### config.mk
export PLATFORM = sky130hd
export DESIGN_NAME = disp_scan_ctrl
export DESIGN_NICKNAME = d
export VERILOG_FILES = /design/src/rtl/disp_scan_ctrl.sv
export SDC_FILE = /design/constraint.sdc
export NUM_CORES = 1
export LEC_CHECK = 0
export CAP_MARGIN = 20
export CORE_AREA = 10 10 64 66
export CTS_CLUSTER_SIZE = 30
export DETAILED_ROUTE_END_ITERATION = 7
export DIE_AREA = 0 0 74 76
export GPL_TIMING_DRIVEN = 0
export PLACE_DENSITY = 0.79
export SLEW_MARGIN = 25
export SYNTH_ARGS = -nofsm -noshare
export SYNTH_HDL_FRONTEND = slang
export SYNTH_SLANG_ARGS = --single-unit
export TNS_END_PERCENT = 5
### constraint.sdc
create_clock -name CLK -period 2.8 [get_ports CLK]
set_input_delay 0.42 -clock CLK [delete_from_list [all_inputs] [get_ports CLK]]
set_output_delay 0.42 -clock CLK [all_outputs]
set_load 0.01 [all_outputs]
### src/rtl/disp_scan_ctrl.sv
`timescale 1ns / 1ps
// disp_scan_ctrl: time-multiplexed scan controller and 7-segment driver.
//
// Generates the digit select for the upstream digit mux, decodes the returned hex
// digit to segments and drives one anode per slot. Every slot opens with a blanking
// interval (all anodes off) so the select can change and the mux settle while dark,
// which keeps the previous digit from ghosting onto the next.
//
// Ports:
//   CLK        system clock
//   RST        synchronous reset, active-high
//   EN         scan enable; low forces the display dark and holds the scan position
//   LZ_BLANK   suppress the most-significant digit when its value is 0
//   DIGIT      hex value of the currently selected digit
//   SEL        digit index 0..NUM_DIG-1 presented to the digit mux
//   AN         digit anodes, active-low, at most one low
//   SEG        segments {g,f,e,d,c,b,a}, active-low
//   FRAME_DONE one-cycle pulse when a full scan of all digits completes
module disp_scan_ctrl #(
    parameter int unsigned CLK_DIV   = 100000,
    parameter int unsigned BLANK_CYC = 16,
    parameter int unsigned NUM_DIG   = 2
) (
    input  logic       CLK,
    input  logic       RST,
    input  logic       EN,
    input  logic       LZ_BLANK,
    input  logic [3:0] DIGIT,
    output logic [1:0] SEL,
    output logic [3:0] AN,
    output logic [6:0] SEG,
    output logic       FRAME_DONE
);

    localparam int unsigned     CntW      = (CLK_DIV > 1) ? $clog2(CLK_DIV) : 1;
    localparam logic [CntW-1:0] CntLast   = CntW'(CLK_DIV - 1);
    localparam logic [CntW-1:0] CntShow   = CntW'(BLANK_CYC - 1);
    localparam logic [1:0]      SelLast   = 2'(NUM_DIG - 1);
    // A lone digit is never suppressed, so leading-zero blanking needs two or more.
    localparam logic            LzAllowed = (NUM_DIG > 1);

    typedef enum logic [0:0] {StBlank, StShow} state_e;

    state_e          state_q, state_d;
    logic [CntW-1:0] cnt_q, cnt_d;
    logic [1:0]      sel_q, sel_d;
    logic [3:0]      an_q, an_d;
    logic [6:0]      seg_q, seg_d;
    logic            fd_q, fd_d;
    logic            lz_hit;

    function automatic logic [6:0] decode(input logic [3:0] d);
        logic [6:0] s;
        s = 7'h7F;
        case (d)
            4'h0: s = 7'h40;
            4'h1: s = 7'h79;
            4'h2: s = 7'h24;
            4'h3: s = 7'h30;
            4'h4: s = 7'h19;
            4'h5: s = 7'h12;
            4'h6: s = 7'h02;
            4'h7: s = 7'h78;
            4'h8: s = 7'h00;
            4'h9: s = 7'h10;
            4'hA: s = 7'h08;
            4'hB: s = 7'h03;
            4'hC: s = 7'h46;
            4'hD: s = 7'h21;
            4'hE: s = 7'h06;
            4'hF: s = 7'h0E;
            default: s = 7'h7F;
        endcase
        return s;
    endfunction

    always_comb begin
        // Dark by default; only the SHOW path lights a digit.
        state_d = state_q;
        cnt_d   = cnt_q;
        sel_d   = sel_q;
        an_d    = 4'b1111;
        seg_d   = 7'h7F;
        fd_d    = 1'b0;
        lz_hit  = LzAllowed && LZ_BLANK && (sel_q == SelLast) && (DIGIT == 4'h0);

        if (!EN) begin
            // Hold SEL; restart the slot so re-enable begins with a full blank interval.
            cnt_d   = '0;
            state_d = StBlank;
        end else if (cnt_q == CntLast) begin
            cnt_d   = '0;
            state_d = StBlank;
            sel_d   = (sel_q == SelLast) ? 2'd0 : sel_q + 2'd1;
            fd_d    = (sel_q == SelLast);
        end else begin
            cnt_d = cnt_q + CntW'(1);
            if ((state_q == StShow) || (cnt_q == CntShow)) begin
                state_d = StShow;
                if (!lz_hit) begin
                    an_d[sel_q] = 1'b0;
                    seg_d       = decode(DIGIT);
                end
            end
        end
    end

    always_ff @(posedge CLK) begin
        if (RST) begin
            state_q <= StBlank;
            cnt_q   <= '0;
            sel_q   <= 2'd0;
            an_q    <= 4'b1111;
            seg_q   <= 7'h7F;
            fd_q    <= 1'b0;
        end else begin
            state_q <= state_d;
            cnt_q   <= cnt_d;
            sel_q   <= sel_d;
            an_q    <= an_d;
            seg_q   <= seg_d;
            fd_q    <= fd_d;
        end
    end

    assign SEL        = sel_q;
    assign AN         = an_q;
    assign SEG        = seg_q;
    assign FRAME_DONE = fd_q;

endmodule

==> results of run 1 <==
-- worst paths after layout --
check | end | slack [ps] | cells after the start
hold / removal | AN[3] | 490 | 1
hold reg to reg | AN[3] | 490 | 1
setup reg to reg | cnt_q[12] | 670 | 8
setup / recovery | cnt_q[12] | 670 | 8
-- placed cells by master (no fill, tap or decap), drive strengths merged, types with 2 or more instances in the layout --
cell            n
nand4          12
buf             4
and4            3
nand2b          7
xor2            4
clkdlybuf4s50  20
o21ai           5
nor2           24
nor4bb          2
nor4           10
nand3          12
xnor2          11
dfxtp          32
ha              6
or4b            2
nand2           8
clkbuf         11
inv             9
-- through the flow --
step	area (um2)	setup WS, ps	util (%)	hold slack [ps]	cells
floorplan	1550	894	-	453	172
global placement	1790	650	61.1	444	225
detailed placement	1790	585	61.1	466	225
CTS	1870	686	63.8	490	233
global route	1870	497	63.8	523	233
finish	1870	667	63.8	487	233
-- Yosys cell counts (2+ instances only) --
master                     count
sky130_fd_sc_hd__and4_1        2
sky130_fd_sc_hd__buf_6         3
sky130_fd_sc_hd__clkbuf_1      4
sky130_fd_sc_hd__clkbuf_2      2
sky130_fd_sc_hd__dfxtp_1      32
sky130_fd_sc_hd__ha_1          6
sky130_fd_sc_hd__inv_1         9
sky130_fd_sc_hd__nand2_1       8
sky130_fd_sc_hd__nand2b_1      6
sky130_fd_sc_hd__nand3_1      12
sky130_fd_sc_hd__nand4_1      12
sky130_fd_sc_hd__nor2_1       24
sky130_fd_sc_hd__nor4_1       10
sky130_fd_sc_hd__o21ai_0       5
sky130_fd_sc_hd__or4b_1        2
sky130_fd_sc_hd__xnor2_1      11
sky130_fd_sc_hd__xor2_1        4
-- registers in the layout (all words and copies together) (netlist names) --
signal / flops
SEL: 2
state_q: 1
FRAME_DONE: 1
SEG: 7
cnt_q: 17
AN: 4
-- power by group --
group / internal, uW / switching [uW]
Clock: 186 / 160
Combinational: 23.9 / 32.8
Sequential: 456 / 2.02
Total: 666 / 195
-- kinds of logic (layout without fill, tap and decap cells) --
group / after synthesis / count (layout) / synth area share (%)
XOR/XNOR: 15 / 15 / 8.49
flip-flops: 32 / 32 / 41.4
AND/OR/NAND/NOR: 85 / 85 / 32.0
AO/OA/AOI/OAI: 14 / 14 / 6.15
buffers and inverters: 19 / 47 / 6.47
adder cells (fa/ha/maj): 6 / 6 / 4.85
multiplexers: 1 / 1 / 0.647
-- layer usage --
metal / GRT usage (%) / vias to the layer above / share of wire (%)
met4: 4.48 / 0 / 1.4
met3: 4.69 / 6 / 6.4
met1: 14.5 / 646 / 43
met2: 18.9 / 32 / 49
li1: - / 662 / -
met5: 0 / - / 0
-- area by class of cell --
class                      instances  share of cell area [%]
clock buffer                       5                    2.01
clock inverter                     3                    2.28
tap                               33                    2.21
inverter                           9                    1.81
sequential                        32                    34.3
multi-input combinational        121                    43.1
timing repair buffer              20                    10.7
buffer                            10                    3.55
==> parameters.txt, run 1 <==
Parameter                              Value

Critical path
  Largest stage delay on the critical path ... 440 ps
  Start point of the critical path ... cnt_q[0]
  Worst Path Max Fanout ... 10
  Worst Path Class, Setup ... reg -> reg
  Dominant delay contributor by cell family on the critical path ... simple AND/OR/NAND/NOR gates
  Number of buffers and inverters on the critical path ... 3
  CP cell instances ... ha_1 > nor4b_2 > and4_1 > clkbuf_2 > nand2b_4 > buf_6 > buf_4 > nor2_1
  Critical Path Start Type ... flip-flop
  Sort of element at the end of the critical path ... flip-flop
  Crit Reg-Reg Startpoint ... cnt_q[0]
  Crit path required time ... 3030 ps
  Data arrival time of the critical path ... 2360 ps
  Slowest stage cell on the critical path ... sky130_fd_sc_hd__dfxtp_1

STA
  Sum Neg Setup Slack ... 0 ps
  Final hold violation count ... 0
  Relative max-transition margin ... 64.5%
  Highest Clock Rate ... 469 MHz
  Slew at the pin closest to its max-slew limit ... 531 ps
  Minimum clock period ... 2130 ps
  Setup repair after global routing missed its margin ... no
  Final setup fails ... 0
  Part of the cycle the worst path needs ... 76.2%
  Max-slew violation count ... 0
  Worst clock skew on the final layout ... 5.92 ps

Global route
  Pin count of the biggest net entering global routing ... 12
  Wire length of the first global-routing pass ... 5.63 mm
  Number of antenna violations at the first check in global routing ... 0
  Combined global-route utilization of all metal layers ... 12.2%
  Number of global-route vias before repair ... 1225
  Total gr overflow ... 0

Clock tree
  Buffers from clock root to sink, at most ... 2
  Clock buffers created by TritonCTS ... 5
  Clock tree from TritonCTS ... built
  Root buffer cell ... sky130_fd_sc_hd__clkbuf_4
  Clock net sink count ... 32
  Quantity of hold-fixing buffers added after cts ... 0
  Clock slew at the register clock pins of the worst setup and hold paths ... 100 ps
  Gates resized, CTS repair ... 0
  Insertion delay of the later-clocked pin in the worst-skew pair ... 330 ps
  Number of post-CTS setup repair buffers ... 0
  Number of levels in the clock H-tree ... 2

Logic synthesis
  Share of Yosys cell area claimed by the top area cell type ... 41.4%
  Netlist area before placement ... 0.00155 mm2
  Fraction of the yosys area taken by sequential cells ... 41.4%
  Synth Warn # ... 0
  Netlist cell types ... 37
  Fraction of registers with async set or reset after synthesis ... 0%
  Biggest area contributors in the synthesized netlist ... sky130_fd_sc_hd__dfxtp_1 41%, sky130_fd_sc_hd__xnor2_1 6.2%, sky130_fd_sc_hd__nor2_1 5.8%
  Largest area contributor in the netlist ... sky130_fd_sc_hd__dfxtp_1
  Mean Syn Cell Area ... 8.99 um2
  Total of flip-flops plus latches after synthesis ... 32
  Post-synthesis net count ... 186
  Most frequently used flop master after synthesis ... sky130_fd_sc_hd__dfxtp_1
  Synthesized instance count ... 172
  EDFF count, synth ... 0

Outcome
  Status ... complete, no violations

Placed design
  # port buffers ... 20
  Detailed-placement wirelength estimate ... 2.49 mm
  Last weighted congestion value of the routability-driven placer ... 0.792

Run
  Max-cap violations ... 0

Final layout
  Ratio of cells with drive above 1 in the final layout ... 9.50%
  Antenna diodes ... 0
  Reg area ... 641 um2
  Number of nets in the layout ... 213
  Multi-input combinational cell area ... 806 um2
  Count of filler cells inserted in the layout ... 251
  Area added between synthesis and finish ... 20.8%

Die
  Total core area ... 0.00293 mm2
  Effective utilization at floorplan ... 52.8%
  Die Y-Extent ... 76 um
  Number of I/O pins ... 22
  Number of placement rows ... 20
  Total die area ... 0.00562 mm2
  Die width ... 74 um

Worst hold path
  Worst min-delay path category ... reg -> reg
  Startpoint of the most critical hold path ... SEL[1]

Drt
  Final routed DRC violation total ... 0
  Post-DR wirelength/cell ... 14.5 um
  Detailed Route Iter0 Violations ... 78
  First-pass DRT Iterations ... 4
  Detail-routed via count per cell ... 5.78
  Post-DRT Antenna Nets ... 0
  Final routed wirelength across all metal layers ... 3.38 mm
  Number of vias in the routed layout ... 1346

Pwr
  Standby leakage power ... 0.000641 uW
  Peak supply drop ... 0.384 mV
  Post-layout power ... 861 uW
  Pwr Density ... 461 mW/mm2
(Power assumes the default switching activity.)
==> inputs of run 2 (changes only) <==
- CORE_AREA: 10 10 64 66 -> 10 10 68 70
- DIE_AREA: 0 0 74 76 -> 0 0 78 80
- PLACE_DENSITY: 0.79 -> 0.73
- clock period: 2.8 -> 1.85 ns (I/O delays scaled with it)
==> run 2 against run 1 <==
Net effect:
- fmax grew 18%
- non-clock buffer count grew 1
- clock power grew 19%
- first-iteration DRC count shrank 7.7%
- via count shrank 3.7%
- flip-flop and latch count is the same
- sequential power grew 51%
- setup slack lost 620 ps
- clock skew grew 1.6 ps
- sequential share of layout area shrank 0.35 points
- critical endpoint is now AN[2]
- largest cell class unchanged
==> parameters.txt, run 2 (synthesized netlist as in run 1, its figures left out) <==
Parameter                              Value

Worst hold path
  Startpoint of the most critical hold path ... DIGIT[3]
  Worst min-delay path category ... in -> reg

Outcome
  Status ... complete, no violations

Placed design
  Pre-CTS setup slack ... -229 ps
  # port buffers ... 20
  Last weighted congestion value of the routability-driven placer ... 0.919
  Detailed-placement wirelength estimate ... 2.46 mm

STA
  Relative max-transition margin ... 74.9%
  Worst Slack Setup Final ... 46.8 ps
  Final setup fails ... 0
  Part of the cycle the worst path needs ... 97.5%
  Worst hold margin ... 423 ps
  Sum Neg Setup Slack ... 0 ps
  Highest Clock Rate ... 555 MHz
  Minimum clock period ... 1800 ps
  Final hold violation count ... 0
  Setup repair after global routing missed its margin ... yes
  Max-slew violation count ... 0
  Worst clock skew on the final layout ... 7.52 ps
  Slew at the pin closest to its max-slew limit ... 374 ps

Critical path
  Critical Path Start Type ... flip-flop
  Crit Reg-Reg Startpoint ... cnt_q[0]
  Worst Path Class, Setup ... reg -> reg
  Sort of element at the end of the critical path ... flip-flop
  Crit path required time ... 2060 ps
  Worst Path Max Fanout ... 10
  Data arrival time of the critical path ... 2020 ps
  Start point of the critical path ... cnt_q[0]

Pwr
  Standby leakage power ... 0.000640 uW
  Peak supply drop ... 0.251 mV
  Pwr Density ... 625 mW/mm2

Final layout
  Final cell utilization of the core ... 58.1%
  Most flop-heavy register ... cnt_q
  Most common library cell in the layout ignoring fill and taps ... sky130_fd_sc_hd__dfxtp_1
  Number of nets in the layout ... 214
  Antenna diodes ... 0
  Area added between synthesis and finish ... 23.5%
  Flip-flop count of the largest register, all copies and words added ... 17
  Leading cell types in the layout, fill and taps excluded ... 30 x sky130_fd_sc_hd__dfxtp_1, 23 x sky130_fd_sc_hd__nor2_1, 20 x sky130_fd_sc_hd__clkdlybuf4s50_1, 12 x sky130_fd_sc_hd__nand4_1, 12 x sky130_fd_sc_hd__nand3_1
  Ratio of cells with drive above 1 in the final layout ... 11.4%

Die
  Number of placement rows ... 21
  Effective utilization at floorplan ... 47.1%
  Total die area ... 0.00624 mm2
  Die width ... 78 um
  Die Y-Extent ... 80 um
  Number of I/O pins ... 22
  Total core area ... 0.00328 mm2

Clock tree
  Buffers from clock root to sink, at most ... 2
  Insertion delay of the later-clocked pin in the worst-skew pair ... 330 ps
  Clock slew at the register clock pins of the worst setup and hold paths ... 90 ps
  Clock buffers created by TritonCTS ... 5
  Root buffer cell ... sky130_fd_sc_hd__clkbuf_4
  Number of levels in the clock H-tree ... 2
  Quantity of hold-fixing buffers added after cts ... 0
  Clock net sink count ... 32
  Clock tree from TritonCTS ... built

Drt
  First-pass DRT Iterations ... 4
  Post-DR wirelength/cell ... 13.2 um
  Detailed Route Iter0 Violations ... 72
  Number of vias in the routed layout ... 1296
  Detail-routed via count per cell ... 5.25
  Final routed DRC violation total ... 0
  Post-DRT Antenna Nets ... 0
  Final routed wirelength across all metal layers ... 3.27 mm

Global route
  Total gr overflow ... 0
  Number of antenna violations at the first check in global routing ... 0
  Pin count of the biggest net entering global routing ... 11
  Number of global-route vias before repair ... 1247
  Wire length of the first global-routing pass ... 5.49 mm
  Combined global-route utilization of all metal layers ... 10.9%

Run
  Max-cap violations ... 0
run 2: final timing paths:
check / endpoint / slack [ps] / cells past startpoint
max: AN[2] / 50 / 6
min: SEG[3] / 420 / 4
max reg2reg: AN[2] / 50 / 6
min reg2reg: AN[3] / 470 / 1
run 2: area by class of cell:
cell class,instances,area (um2)
Fill cell,276,1380
Multi-Input combinational cell,121,831
Sequential cell,32,648
Timing Repair Buffer,22,215
Buffer,9,65.1
Clock buffer,8,58.8
Tap cell,46,57.6
Inverter,9,33.8
run 2: metrics by stage:
step	area (um2)	total power (uW)	instances
floorplan	1550	762	172
global placement	1810	790	238
detailed placement	1810	793	238
CTS	1910	1210	248
global route	1910	1250	247
finish	1910	1190	247
run 2: power by group:
| group | switching, uW | total (uW) | internal (uW) |
|---|---|---|---|
| Clock | 223 | 411 | 187 |
| Combinational | 50.4 | 91.0 | 40.7 |
| Sequential | 2.01 | 691 | 689 |
run 2: worst max-delay path: stages (launching register included):
cell and delay (ps):
sky130_fd_sc_hd__dfxtp_4 360, sky130_fd_sc_hd__ha_4 190, sky130_fd_sc_hd__nor4b_4 140, sky130_fd_sc_hd__and4_2 260, sky130_fd_sc_hd__nand2b_4 150, sky130_fd_sc_hd__buf_6 140
sky130_fd_sc_hd__or4b_1 450
run 2: timing repair:
action | 4_1_cts | 5_1_grt
gates resized for setup | 6 | 3
setup buffers | 2 | 0
setup endpoints to repair | 29 | 19
run 2: per-layer routing:
| metal | global-route usage (%) | up-vias | part of all wire (%) |
|---|---|---|---|
| li1 | - | 665 | - |
| met1 | 11.1 | 603 | 41 |
| met2 | 19.1 | 22 | 52 |
| met3 | 3.04 | 6 | 3.7 |
| met4 | 7.71 | 0 | 2.5 |
| met5 | 0 | - | 0 |
